===== src/rtl/glitch_pkg.sv =====
// rtl/glitch_pkg.sv - shared state encoding and default field widths for the glitch sequencer
// Widths are shared with uart_handler so config fields line up end to end.
package glitch_pkg;

  localparam int DELAY_W   = 16;
  localparam int WIDTH_W   = 8;
  localparam int COUNT_W   = 8;
  localparam int SPACING_W = 16;

  typedef enum logic [2:0] {
    IDLE,
    ARMED,
    DELAY,
    PULSE,
    GAP,
    DONE
  } seq_state_t;

  function automatic int max_int(input int a, input int b);
    return (a > b) ? a : b;
  endfunction

endpackage


===== src/rtl/trigger_edge_detect.sv =====
// rtl/trigger_edge_detect.sv - rising-edge detector for the target trigger
// TRIGGER_SYNC_EN adds a 2-flop synchronizer ahead of the edge register for asynchronous triggers.
module trigger_edge_detect (
  input  logic clk,
  input  logic rst,
  input  logic trigger,
  output logic trig_edge
);

  logic trig_s;
  logic trig_q;

`ifdef TRIGGER_SYNC_EN
  logic trig_meta;

  always_ff @(posedge clk or posedge rst) begin
    if (rst) begin
      trig_meta <= 1'b0;
      trig_s    <= 1'b0;
    end else begin
      trig_meta <= trigger;
      trig_s    <= trig_meta;
    end
  end
`else
  assign trig_s = trigger;
`endif

  always_ff @(posedge clk or posedge rst) begin
    if (rst) trig_q <= 1'b0;
    else     trig_q <= trig_s;
  end

  assign trig_edge = trig_s & ~trig_q;

endmodule


===== src/rtl/glitch_pulse_sequencer.sv =====
// rtl/glitch_pulse_sequencer.sv - arm / trigger / delay / N-pulse glitch sequencer
// Trigger synchronization is selected with TRIGGER_SYNC_EN (see trigger_edge_detect).
module glitch_pulse_sequencer #(
  parameter int DELAY_W   = glitch_pkg::DELAY_W,
  parameter int WIDTH_W   = glitch_pkg::WIDTH_W,
  parameter int COUNT_W   = glitch_pkg::COUNT_W,
  parameter int SPACING_W = glitch_pkg::SPACING_W
) (
  input  logic                 clk,
  input  logic                 rst,
  input  logic                 arm_i,
  input  logic                 abort_i,
  input  logic                 trigger_i,
  input  logic [DELAY_W-1:0]   delay_i,
  input  logic [WIDTH_W-1:0]   width_i,
  input  logic [COUNT_W-1:0]   num_pulses_i,
  input  logic [SPACING_W-1:0] spacing_i,
  output logic                 pulse_o,
  output logic                 busy_o,
  output logic                 armed_o,
  output logic                 done_o
);
  import glitch_pkg::*;

  // One phase counter serves delay, high and low phases, so it spans the widest field.
  localparam int PHASE_W = max_int(max_int(DELAY_W, SPACING_W), WIDTH_W);

  seq_state_t state, next_state;

  logic [DELAY_W-1:0]   delay_q;
  logic [WIDTH_W-1:0]   width_q;
  logic [COUNT_W-1:0]   num_q;
  logic [SPACING_W-1:0] spacing_q;

  logic [PHASE_W-1:0] phase_cnt;
  logic [PHASE_W-1:0] phase_val;
  logic [PHASE_W-1:0] width_m1;
  logic [PHASE_W-1:0] spacing_m1;
  logic [COUNT_W-1:0] pulse_cnt;
  logic               phase_load;
  logic               pulse_dec;
  logic               trig_edge;
  logic               arm_accept;

  trigger_edge_detect u_trigger_edge_detect (
    .clk       (clk),
    .rst       (rst),
    .trigger   (trigger_i),
    .trig_edge (trig_edge)
  );

  assign width_m1   = (width_q == '0)   ? '0 : PHASE_W'(width_q) - PHASE_W'(1);
  assign spacing_m1 = (spacing_q == '0) ? '0 : PHASE_W'(spacing_q) - PHASE_W'(1);
  assign arm_accept = (state == IDLE) && arm_i && !abort_i;

  always_comb begin
    next_state = state;
    phase_load = 1'b0;
    phase_val  = '0;
    pulse_dec  = 1'b0;
    case (state)
      IDLE: if (arm_accept) next_state = ARMED;
      ARMED: begin
        if (trig_edge) begin
          if (delay_q != '0) begin
            next_state = DELAY;
            phase_load = 1'b1;
            phase_val  = PHASE_W'(delay_q) - PHASE_W'(1);
          end else if (num_q == '0) begin
            next_state = DONE;
          end else begin
            next_state = PULSE;
            phase_load = 1'b1;
            phase_val  = width_m1;
          end
        end
      end
      DELAY: begin
        if (phase_cnt == '0) begin
          if (num_q == '0) begin
            next_state = DONE;
          end else begin
            next_state = PULSE;
            phase_load = 1'b1;
            phase_val  = width_m1;
          end
        end
      end
      PULSE: begin
        if (phase_cnt == '0) begin
          pulse_dec = 1'b1;
          if (pulse_cnt > COUNT_W'(1)) begin
            next_state = GAP;
            phase_load = 1'b1;
            phase_val  = spacing_m1;
          end else begin
            next_state = DONE;
          end
        end
      end
      GAP: begin
        if (phase_cnt == '0) begin
          next_state = PULSE;
          phase_load = 1'b1;
          phase_val  = width_m1;
        end
      end
      DONE:    next_state = IDLE;
      default: next_state = IDLE;
    endcase
    if (abort_i) begin
      next_state = IDLE;
      phase_load = 1'b0;
      pulse_dec  = 1'b0;
    end
  end

  always_ff @(posedge clk or posedge rst) begin
    if (rst) state <= IDLE;
    else     state <= next_state;
  end

  always_ff @(posedge clk or posedge rst) begin
    if (rst) begin
      delay_q   <= '0;
      width_q   <= '0;
      num_q     <= '0;
      spacing_q <= '0;
    end else if (arm_accept) begin
      delay_q   <= delay_i;
      width_q   <= width_i;
      num_q     <= num_pulses_i;
      spacing_q <= spacing_i;
    end
  end

  always_ff @(posedge clk or posedge rst) begin
    if (rst) begin
      phase_cnt <= '0;
      pulse_cnt <= '0;
    end else begin
      if (arm_accept)     pulse_cnt <= num_pulses_i;
      else if (pulse_dec) pulse_cnt <= pulse_cnt - COUNT_W'(1);
      if (phase_load)            phase_cnt <= phase_val;
      else if (phase_cnt != '0)  phase_cnt <= phase_cnt - PHASE_W'(1);
    end
  end

  // Outputs trail the state by one edge; abort clears them on the same edge it is taken.
  always_ff @(posedge clk or posedge rst) begin
    if (rst) begin
      pulse_o <= 1'b0;
      busy_o  <= 1'b0;
      armed_o <= 1'b0;
      done_o  <= 1'b0;
    end else begin
      pulse_o <= (state == PULSE) && !abort_i;
      busy_o  <= (state != IDLE)  && !abort_i;
      armed_o <= (state == ARMED) && !abort_i;
      done_o  <= (state == DONE)  && !abort_i;
    end
  end

endmodule


===== config.mk =====
export PLATFORM = sky130hd
export DESIGN_NAME = glitch_pulse_sequencer
export DESIGN_NICKNAME = d
export VERILOG_FILES = /design/src/rtl/glitch_pkg.sv /design/src/rtl/trigger_edge_detect.sv /design/src/rtl/glitch_pulse_sequencer.sv
export SDC_FILE = /design/constraint.sdc
export NUM_CORES = 1
export LEC_CHECK = 0
export CORE_ASPECT_RATIO = 1.5
export CORE_UTILIZATION = 69
export DETAILED_ROUTE_END_ITERATION = 8
export DONT_BUFFER_PORTS = 1
export PLACE_DENSITY = 0.84
export SYNTH_ARGS = -nofsm -noshare
export SYNTH_HDL_FRONTEND = slang
export SYNTH_SLANG_ARGS = --single-unit

===== constraint.sdc =====
create_clock -name clk -period 7.15 [get_ports clk]
set_input_delay 1.7875 -clock clk [delete_from_list [all_inputs] [get_ports clk]]
set_output_delay 1.7875 -clock clk [all_outputs]
set_load 0.02 [all_outputs]

# == Yosys cells after proc, flatten, opt, wreduce, memory -nomap -nowiden ==
# Cells that the tools add are included.
# word_totals
regBits,80
input_bits,53
out_inout_bits,4
# classes
add_sub_neg,5
magnitude_cmp,1
mux,35
n_reduce_logical,18
bitwise_logic,2
eq_ne,10
# op_table
operator,count
2-to-1 mux 16 bit,11
one-hot mux 16 bit (4 select lines),1
subtractor 16 x 1 -> 16 bit (second input constant),3
zero test 16 bit,2
nonzero test 16 bit,2
2-to-1 mux 3 bit,8
zero test 8 bit,2
2-to-1 mux 8 bit,2
!= test 3 bit (second input constant),5
one-hot mux 3 bit (5 select lines),1
2-to-1 mux 1 bit,11
subtractor 8 x 1 -> 9 bit (second input constant),1
> comparator 8 x 1 -> 1 bit (second input constant),1
subtractor 8 x 1 -> 8 bit (second input constant),1
== test 3 x 2 -> 1 bit (second input constant),2
== test 3 bit (second input constant),2
logical AND 1 bit,6
AND reduction 5 bit,1
one-hot mux 1 bit (4 select lines),1
nonzero test 2 bit,2
== test 3 x 1 -> 1 bit (second input constant),1
zero test 3 bit,1
nonzero test 3 bit,1
AND 1 bit,1
2 further kinds,2

# == Logic depth before layout (Yosys ltp) ==
# Gate-level depths: netlist of the first run.
# depth
ltp_word,7
ltp_mapped,9

# == Hierarchy ==
# From an unflattened synthesis of the first run, not the netlist that was laid out.
# unflattened
hier_cells,543
area_unflattened_um2,4584.4
# modules_own_cells
module,n_inst,seq_area_each_um2,area_per_inst_um2,cells_each
glitch_pulse_sequencer,1,1976.9,4541.9,540
trigger_edge_detect,1,25.0,42.5,3

# == Worst setup path after synthesis of the first run ==
# No wires, ideal clock.
# synth_path
path_kind,input port to flip-flop
start,in trigger_i
end,reg phase_cnt[0]
n_path_buf,0
path_slack_ns,4.032
t_arrival_ns,3.040
stages,5
required_ns,7.072
path_cell_list,nand2b_1 -> or3_1 -> o31ai_1 -> a311oi_1 -> a21oi_1
# synth_via
elab_chain_cells,5
# synth_rtl
item,line,source
"start, declared",glitch_pulse_sequencer.sv:13,"input logic trigger_i,"
AND 1 bit *,trigger_edge_detect.sv:34,assign trig_edge = trig_s & ~trig_q;
2-to-1 mux 1 bit,glitch_pulse_sequencer.sv:64,if (trig_edge) begin
one-hot mux 1 bit (4 select lines),glitch_pulse_sequencer.sv:61,case (state)
2-to-1 mux 1 bit,glitch_pulse_sequencer.sv:111,if (abort_i) begin
2-to-1 mux 16 bit / nonzero test 2 bit (equally long branches),-,
"end signal, assigned",glitch_pulse_sequencer.sv:144,if (phase_load) phase_cnt <= phase_val;
"end signal, assigned",glitch_pulse_sequencer.sv:145,else if (phase_cnt != '0) phase_cnt <= phase_cnt - PHASE_W'(1);
"end, declared",glitch_pulse_sequencer.sv:35,logic [PHASE_W-1:0] phase_cnt;
# Mark *: on every way between the ends. The rest lies on a longest branch, timed or not.
# A chain may end at the register's enable or synchronous reset.

# == Final worst setup path of the first run ==
# layout_path
start,reg phase_cnt[0]
end,reg phase_cnt[0]
# layout_via
elab_chain_cells,5
# layout_rtl
item
"parallel branches: the longest is 5 deep, another holds subtractor 16 x 1 -> 16 bit"
# Parallel ways; which one is timed is not known. The select of a mux whose other input is x is not followed.

==> results of run 1 <==
==> worst min-delay path by stage <==
| stage | startpoint | to | slack [ps] | cells after the start |
|---|---|---|---|---|
| detailed placement | num_q[1]$_DFFE_PP0P_ | num_q[1]$_DFFE_PP0P_ | 470 | 2 |
| CTS | num_q[0]$_DFFE_PP0P_ | num_q[0]$_DFFE_PP0P_ | 490 | 2 |
| global route | num_q[7]$_DFFE_PP0P_ | num_q[7]$_DFFE_PP0P_ | 510 | 2 |
| floorplan | num_q[2]$_DFFE_PP0P_ | num_q[2]$_DFFE_PP0P_ | 450 | 2 |
| global placement | num_q[2]$_DFFE_PP0P_ | num_q[2]$_DFFE_PP0P_ | 460 | 2 |
| finish | num_q[0]$_DFFE_PP0P_ | num_q[0]$_DFFE_PP0P_ | 490 | 2 |
==> cells by family after synthesis <==
| kind of cell | after synthesis | synth area share |
|---|---|---|
| compound gates | 86 | 0.1236 |
| xor+xnor | 45 | 0.08709 |
| fa+ha+maj | 6 | 0.01659 |
| buf+inv | 41 | 0.03539 |
| flops | 80 | 0.4424 |
| mux | 6 | 0.01382 |
| simple gates | 272 | 0.2812 |
==> metrics by stage <==
step,hold WS [ps],instance area (um2)
floorplan,446.2,4526
global placement,458.3,4538
detailed placement,468.7,4538
CTS,487.4,4743
global route,505.5,4743
finish,487.5,4743
==> per-layer routing <==
layer / up-vias / track usage / wire [um]
li1: 1830 / - / -
met5: - / 0 / 0
met2: 130 / 0.4804 / 4633
met3: 29 / 0.05068 / 520
met1: 1780 / 0.4023 / 4199
met4: 0 / 0.1779 / 363
==> flip-flops by register name, summed over array words and instances, names as in the netlist, 3 cells and up <==
name / count
delay_q: 16
phase_cnt: 16
spacing_q: 16
num_q: 8
pulse_cnt: 8
width_q: 8
state: 3
==> cells in the mapped netlist (all sizes together), types with 3 or more instances <==
| cell | instances | area share |
|---|---|---|
| nand2 | 151 | 0.13 |
| dfrtp | 80 | 0.44 |
| o21ai | 34 | 0.038 |
| nor2 | 27 | 0.022 |
| xnor2 | 24 | 0.046 |
| xor2 | 21 | 0.041 |
| clkbuf | 19 | 0.016 |
| nor3 | 18 | 0.020 |
| inv | 17 | 0.014 |
| nand3 | 15 | 0.017 |
| nor4 | 14 | 0.023 |
| o22ai | 10 | 0.014 |
| a21oi | 7 | 0.0077 |
| or3 | 7 | 0.0097 |
| or4 | 7 | 0.012 |
| ha | 6 | 0.017 |
| buf | 5 | 0.0055 |
| nand2b | 5 | 0.0069 |
| o21a | 5 | 0.0083 |
| o22a | 5 | 0.0097 |
| o31ai | 5 | 0.0083 |
| a31oi | 4 | 0.0055 |
| and2 | 4 | 0.0055 |
| mux2i | 4 | 0.0088 |
| nand4 | 4 | 0.0055 |
| nor2b | 4 | 0.0055 |
| nor3b | 4 | 0.0077 |
| a311oi | 3 | 0.0058 |
| and3 | 3 | 0.0041 |
==> placed cells by master (no fill, tap or decap), drive strengths merged, types with 10 or more instances in the layout <==
cell type / n
clkbuf: 10
dfrtp: 80
inv: 18
nand2: 151
nand3: 15
nor2: 27
nor3: 18
nor4: 14
o21ai: 34
o22ai: 10
xnor2: 24
xor2: 21
==> critical path: stages (launching register included) <==
cell and delay, ps:
dfrtp_1 410, inv_1 110, ha_1 230, or4b_2 640
nor4_4 510, o31ai_1 170, a211o_1 630, a311oi_1 380
a21oi_1 60
==> area by class of cell <==
type                    instances  area, um2  area share
repair buffers                  2      15.01    0.003165
clock buffers                  10      137.6     0.02902
clock inverters                 6      67.56     0.01424
flip-flops and latches         80       2002      0.4221
well taps                      74      92.59     0.01952
multi-input cells             415       2365      0.4985
inverters                      17      63.81     0.01345
==> power groups by stage <==
stage | Sequential (mW) | Clock [mW] | Combinational, mW
after floorplan | 0.845 | 0 | 0.680
after global placement | 0.910 | 0 | 0.772
after detailed placement | 0.926 | 0 | 0.800
after CTS | 0.918 | 0.345 | 0.810
after global routing | 0.959 | 0.365 | 0.916
final | 0.924 | 0.342 | 0.814
==> flow_summary.toml, run 1 <==
[sta]
postLayoutSetupSlackWorst_ps = 3839
min_period_ps = 3312
finalCritPeriodShare = 0.4631
worstMarginPinSlew_ps = 988.8
rsz0062_at_grt = "false"
setup_viol = 0
max_freq_ghz = 0.3020
maxSlewViolCount = 0
finClkSkew_ps = 9.485
max_slew_margin = 0.3408
setup_tns_ps = 0
hold_viol_final = 0

[cts]
cts_tree = "yes"
numCtsBuffers = 9
clk_transition_reported_paths_ps = 80
clk_latency_ps = 360
cts_resized = 0
postCtsSetupBuffers = 0
numClockSinks = 80
hold_buffers = 0
cts-root-buf = "clkbuf_8"
clockBufferDepth = 2
htree_levels = 3

[power_and_ir_drop]
powerDensity_nw_per_um2 = 438.5
pwr-share-seq = 0.444
p_total_mw = 2.080
clkPwrFrac = 0.165
p_leak_nw = 2.113
p_comb_frac = 0.391
p_int_mw = 1.199
swShare = 0.4234
vdd_drop_max_mv = 0.3250
p_sw_mw = 0.8807

[synth]
async_flop_share = 1.000
syn_area_um2 = 4526
ys_seq_area_frac = 0.4424
yosys_warnings = 0
syn_avg_cell_area_um2 = 8.443
ys_types = 52
synth_fp_nets = 595
netlist_instances = 536
ys.flop_type = "dfrtp_1"
synth-seq-cells = 80
synth-edff-count = 0

[die]
coreArea_um2 = 6218
die-width_um = 68.13
die_area_um2 = 6894
io_pins = 57
die_h_um = 101.2
start_util = 0.7278
num_rows = 35

[detailed_routing]
wl_per_cell_um = 16.09
routed_wl_um = 9717
drcViolationCount = 0
drtIter0Drc = 253
vias = 3769
drtPass1Iterations = 4
ant_nets = 0
viasPerCell = 6.240

[worst_setup_path]
critPathMaxFanout = 32
endpoint_kind = "register"
cp.arrival_ps = 3520
r2r_setup_slack_ps = 3840
crit_start = "phase_cnt[0]$_DFFE_PP0P_"
r2r_start = "phase_cnt[0]$_DFFE_PP0P_"
cp-endpoint = "phase_cnt[0]$_DFFE_PP0P_"
cp_data_required_time_ps = 7350
r2r_end = "phase_cnt[0]$_DFFE_PP0P_"
criticalPathCategory = "reg -> reg"
r2r_cells = 8
worst_setup_path_start_kind = "register"

[placed_design]
dp_hpwl_um = 7010
port_buffers = 0
pre_cts_slack_ps = 3611
placed_cells_incl_taps = 588
gp_congestion = 0.8740

[global_routing]
grtUsageTotal = 0.3091
antenna_found_initial = 0
grt_max_degree = 81
overflow = 0
grt_pass1_wl_um = 15750
grt_pass1_vias = 3439

[cells_and_area]
nNetsFinal = 584
area_growth_pct = 4.811
drive_above_1_share = 0.05472
fin_util = 0.7628
n_antenna_cell = 0
fillers = 462
instances_no_fill = 604

[job]
maxCapViolations = 0

[outcome]
status = "finished, final reports clean"

[min_path]
hp-class = "reg -> reg"
No activity file was read; power rests on OpenSTA's default activity.
==> run 2: changes to the inputs <==
--- a/config.mk
+++ b/config.mk
@@ -6,10 +6,10 @@
 export NUM_CORES = 1
 export LEC_CHECK = 0
 export CORE_ASPECT_RATIO = 1.5
-export CORE_UTILIZATION = 69
+export CORE_UTILIZATION = 58
 export DETAILED_ROUTE_END_ITERATION = 8
 export DONT_BUFFER_PORTS = 1
-export PLACE_DENSITY = 0.84
+export PLACE_DENSITY = 0.75
 export SYNTH_ARGS = -nofsm -noshare
 export SYNTH_HDL_FRONTEND = slang
 export SYNTH_SLANG_ARGS = --single-unit
==> constraint.sdc (replaced) <==
create_clock -name clk -period 2.8 [get_ports clk]
set_input_delay 0.7 -clock clk [delete_from_list [all_inputs] [get_ports clk]]
set_output_delay 0.7 -clock clk [all_outputs]
set_load 0.02 [all_outputs]
==> run 2 against run 1 <==
Effect of this change: routed wire length is 5.5% higher; global-route usage is 3.6 points lower; cell count is 7.1% higher; worst setup slack worse by 3600 ps; sequential share of layout area is 2.8 points lower; total power grew to 2.8 times the previous value; die area is 18% higher; fmax is 28% higher; largest power group unchanged.
==> flow_summary.toml, run 2 (synthesized netlist as in run 1, its figures left out) <==
[cells_and_area]
postLayoutCellArea_um2 = 5081
nNetsFinal = 599
instances_no_fill = 647
layout_commonest_cell = "nand2_1"
drive_above_1_share = 0.08073
n_antenna_cell = 0
final_cell_mix = "nand2_1 (151), dfrtp_1 (80), nor2_1 (27), xnor2_1 (24), o21ai_0 (22)"
top_regs = "delay_q: 16 flops, phase_cnt: 16 flops, spacing_q: 16 flops"
area_growth_pct = 12.28

[job]
maxCapViolations = 0

[global_routing]
overflow = 0
grt_pass1_vias = 3593
antenna_found_initial = 0
grt_max_degree = 43
grt_pass1_wl_um = 16720
grtUsageTotal = 0.2732

[placed_design]
place_area_um2 = 4708
placed_cells_incl_taps = 629
gp_congestion = 0.9624
dp_hpwl_um = 7629
port_buffers = 0

[cts]
cts_tree = "yes"
htree_levels = 3
clk_transition_reported_paths_ps = 60
numClockSinks = 80
cts-root-buf = "clkbuf_16"
clockBufferDepth = 2
clk_latency_ps = 340
numCtsBuffers = 9
hold_buffers = 0

[power_and_ir_drop]
vdd_drop_max_mv = 0.6985
powerDensity_nw_per_um2 = 1154
p_leak_nw = 2.277

[sta]
rsz0062_at_grt = "false"
setup_viol = 0
hold_viol_final = 0
finClkSkew_ps = 8.331
finalCritPeriodShare = 0.9204
worstMarginPinSlew_ps = 627.8
maxSlewViolCount = 0
max_freq_ghz = 0.3880
max_slew_margin = 0.5776
setup_tns_ps = 0
min_period_ps = 2577

[detailed_routing]
drcViolationCount = 0
routed_wl_um = 10250
wl_per_cell_um = 15.85
ant_nets = 0
vias = 3835
drtPass1Iterations = 8
viasPerCell = 5.927
drtIter0Drc = 292

[worst_setup_path]
cp_num_buf_inv = 4
critPathMaxFanout = 12
r2r_cells = 10
crit_family = "simple AND/OR/NAND/NOR gates"
cp_slowest_cell = "or4b_2"
crit_top_cell = "buf_4"
endpoint_kind = "register"
cp.arrival_ps = 2860
cp_cell_sequence = "inv_1, ha_1, or4b_2, nor4_4, buf_4, o311ai_2, buf_6, buf_4, o22ai_1, o21a_1"
r2r_setup_slack_ps = 220
path_depth = 10
cp_data_required_time_ps = 3080
criticalPathCategory = "reg -> reg"
worst_setup_path_start_kind = "register"
slowest_delay_ps = 640

[die]
die-width_um = 74.13
die_h_um = 110.2
start_util = 0.5983
io_pins = 57
die_area_um2 = 8167
coreArea_um2 = 7564
num_rows = 39

[min_path]
hp-class = "in -> async"

[outcome]
status = "finished, final reports clean"
-- run 2: cell count changes in the layout (fill, tap and decap cells not counted) --
cell	previous run	this run
inv_6	1	0
or3b_4	0	1
clkbuf_16	0	9
or3b_2	1	0
buf_4	2	13
bufinv_16	1	3
clkbuf_1	0	1
clkinvlp_4	2	0
or3_1	7	6
or3_4	0	1
buf_6	0	1
clkbuf_8	10	1
buf_12	0	3
-- run 2: layout make-up --
| type | count | area (um2) |
|---|---|---|
| fill | 617 | 2482 |
| multi-input combinational | 415 | 2372 |
| sequential | 80 | 2002 |
| clock buffer | 11 | 242.7 |
| timing repair buffer | 17 | 168.9 |
| tap | 102 | 127.6 |
| clock inverter | 5 | 103.9 |
| inverter | 17 | 63.81 |
-- run 2: where the power goes --
group	total, mW	internal, mW	switching [mW]
Sequential	2.36	1.71	0.647
Clock	1.36	0.895	0.460
Combinational	2.15	0.967	1.19
Total	5.86	3.57	2.29
-- run 2: final timing paths --
kind / to / from
max: phase_cnt[14]$_DFFE_PP0P_ / phase_cnt[0]$_DFFE_PP0P_
min: armed_o$_DFF_PP0_ / rst
max reg2reg: phase_cnt[14]$_DFFE_PP0P_ / phase_cnt[0]$_DFFE_PP0P_
min reg2reg: num_q[2]$_DFFE_PP0P_ / num_q[2]$_DFFE_PP0P_
max in group asynchronous: spacing_q[4]$_DFFE_PP0P_ / rst
min in group clk: u_trigger_edge_detect.trig_q$_DFF_PP0_ / trigger_i
-- run 2: repair_timing --
action                     4_1_cts  5_1_grt
setup buffers                    0        2
setup endpoints to repair        0        3
resized for setup                0        3
-- run 2: layer usage --
metal,share of wire,GRT usage
met1,0.43,0.3587
met2,0.50,0.4416
met3,0.043,0.04818
met4,0.025,0.1154
met5,0,0
-- run 2: per-stage QoR --
stage                     hold WS, ps    util  worst slack, ps  total power [mW]
final                           320.6  0.6718            222.9             5.864
after global routing            376.5  0.6718            53.61             6.294
after CTS                       346.2  0.6683            140.8             5.860
after detailed placement        470.0  0.6225            180.4             4.472
after global placement          460.6  0.6225            249.4             4.392
after floorplan                 446.2       -            48.26             3.894
==> run 3: changes to the inputs <==
--- a/config.mk
+++ b/config.mk
@@ -10,6 +10,7 @@
 export DETAILED_ROUTE_END_ITERATION = 8
 export DONT_BUFFER_PORTS = 1
 export PLACE_DENSITY = 0.75
+export REMOVE_ABC_BUFFERS = 1
 export SYNTH_ARGS = -nofsm -noshare
 export SYNTH_HDL_FRONTEND = slang
 export SYNTH_SLANG_ARGS = --single-unit
==> run 3 against run 2 <==
Effect of this change: clock skew shrank 1.4 ps; largest power group unchanged; sequential share of layout area up 0.41 points; cell count stayed put; critical path depth fell by 1; highest routed layer unchanged; largest cell class unchanged.
==> flow_summary.toml, run 3 (synthesized netlist as in run 1, its figures left out) <==
[sta]
rsz0062_at_grt = "false"
setup_viol = 0
worstMarginPinSlew_ps = 700.7
postLayoutSetupSlackWorst_ps = 155.6
hold_viol_final = 0
finalCritPeriodShare = 0.9444
max_freq_ghz = 0.3782
holdWs_ps = 310.2
min_period_ps = 2644
finClkSkew_ps = 6.886
maxSlewViolCount = 0
max_slew_margin = 0.5286

[cts]
clockBufferDepth = 2
htree_levels = 3
cts_tree = "yes"
cts_resized = 0
numClockSinks = 80
hold_buffers = 0
clk_transition_reported_paths_ps = 60
postCtsSetupBuffers = 0
cts-root-buf = "clkbuf_16"
clk_latency_ps = 340
numCtsBuffers = 9

[global_routing]
grt_max_degree = 44
grtUsageTotal = 0.2826
grt_pass1_wl_um = 17350
grt_pass1_vias = 3864
overflow = 0
antenna_found_initial = 0

[detailed_routing]
drtIter0Drc = 163
wl_per_cell_um = 15.77
vias = 3786
drtPass1Iterations = 4
routed_wl_um = 10200
drcViolationCount = 0
viasPerCell = 5.852
ant_nets = 0

[cells_and_area]
top_regs = "delay_q: 16 flops, phase_cnt: 16 flops, spacing_q: 16 flops"
layout_commonest_cell = "nand2_1"
n_antenna_cell = 0
fillers = 638
drive_above_1_share = 0.07890
postLayoutCellArea_um2 = 5029
fin_util = 0.6648
nNetsFinal = 600
area_growth_pct = 11.11
final_cell_mix = "nand2_1 (151), dfrtp_1 (80), nor2_1 (27), xnor2_1 (24), o21ai_0 (22)"

[die]
start_util = 0.5983
die_h_um = 110.2
io_pins = 57
die-width_um = 74.13
die_area_um2 = 8167
coreArea_um2 = 7564
num_rows = 39

[power_and_ir_drop]
vdd_drop_max_mv = 0.5514
powerDensity_nw_per_um2 = 1145
p_sw_mw = 2.271
p_int_mw = 3.489
swShare = 0.3943
p_comb_frac = 0.368
p_leak_nw = 2.255
pwr-share-seq = 0.410
p_total_mw = 5.760
clkPwrFrac = 0.221

[worst_setup_path]
worst_setup_path_start_kind = "register"
cp_data_required_time_ps = 3020
cp_cell_sequence = "inv_1, ha_1, or3b_2, or3_1, o311ai_2, buf_4, o22ai_1, a311oi_1, a21oi_1"
endpoint_kind = "register"
r2r_start = "spacing_q[0]$_DFFE_PP0P_"
cp.arrival_ps = 2870
cp_slowest_cell = "or3b_2"
r2r_cells = 9
slowest_delay_ps = 500
r2r_setup_slack_ps = 160
critPathMaxFanout = 15
criticalPathCategory = "reg -> reg"
r2r_end = "phase_cnt[0]$_DFFE_PP0P_"

[placed_design]
place_area_um2 = 4707
gp_congestion = 0.9203
dp_hpwl_um = 7548
pre_cts_slack_ps = 180.8
port_buffers = 0

[job]
maxCapViolations = 0

[outcome]
status = "finished, final reports clean"

[min_path]
hp-class = "in -> async"
-- run 3: cell type report --
cell class / instances / area (um2) / share of cell area
inverter: 17 / 65.06 / 0.01294
tap: 102 / 127.6 / 0.02538
clock buffer: 12 / 256.5 / 0.05101
multi-input combinational: 415 / 2365 / 0.4703
clock inverter: 3 / 65.06 / 0.01294
sequential: 80 / 2002 / 0.3981
timing repair buffer: 18 / 147.6 / 0.02936
-- run 3: per-layer routing --
layer  track usage  wire, um
met4        0.1429       359
met3       0.06273       324
met2        0.5078      5544
met5             0         0
met1        0.3049      3973
-- run 3: stage by stage --
stage,TNS [ps],std cells
finish,0,647
detailed placement,0,632
global placement,0,632
global route,0,647
floorplan,-43.30,512
CTS,0,647
-- run 3: worst max path at each step --
stage / cells after the start / slack [ps] / endpoint / from
2_1_floorplan: 8 / -40 / phase_cnt[0]$_DFFE_PP0P_ / phase_cnt[0]$_DFFE_PP0P_
6_report: 9 / 160 / phase_cnt[0]$_DFFE_PP0P_ / spacing_q[0]$_DFFE_PP0P_
4_1_cts: 9 / 160 / phase_cnt[0]$_DFFE_PP0P_ / spacing_q[0]$_DFFE_PP0P_
3_5_place_dp: 9 / 180 / phase_cnt[0]$_DFFE_PP0P_ / spacing_q[0]$_DFFE_PP0P_
3_3_place_gp: 9 / 250 / phase_cnt[0]$_DFFE_PP0P_ / spacing_q[0]$_DFFE_PP0P_
5_1_grt: 9 / 10 / phase_cnt[0]$_DFFE_PP0P_ / spacing_q[0]$_DFFE_PP0P_
-- run 3: worst max-delay path, delay by kind of cell (launching register included) --
family / cells / cell delay [ps]
compound gates: 4 / 670
fa+ha+maj: 1 / 180
buf+inv: 2 / 350
flops: 1 / 410
simple gates: 2 / 910
-- run 3: power groups by stage --
| stage | combinational [mW] | sequential [mW] | clock, mW |
|---|---|---|---|
| after floorplan | 1.66 | 2.19 | 0 |
| after global placement | 2.05 | 2.33 | 0 |
| after detailed placement | 2.11 | 2.36 | 0 |
| after CTS | 2.14 | 2.35 | 1.29 |
| after global routing | 2.41 | 2.45 | 1.34 |
| final | 2.12 | 2.36 | 1.28 |
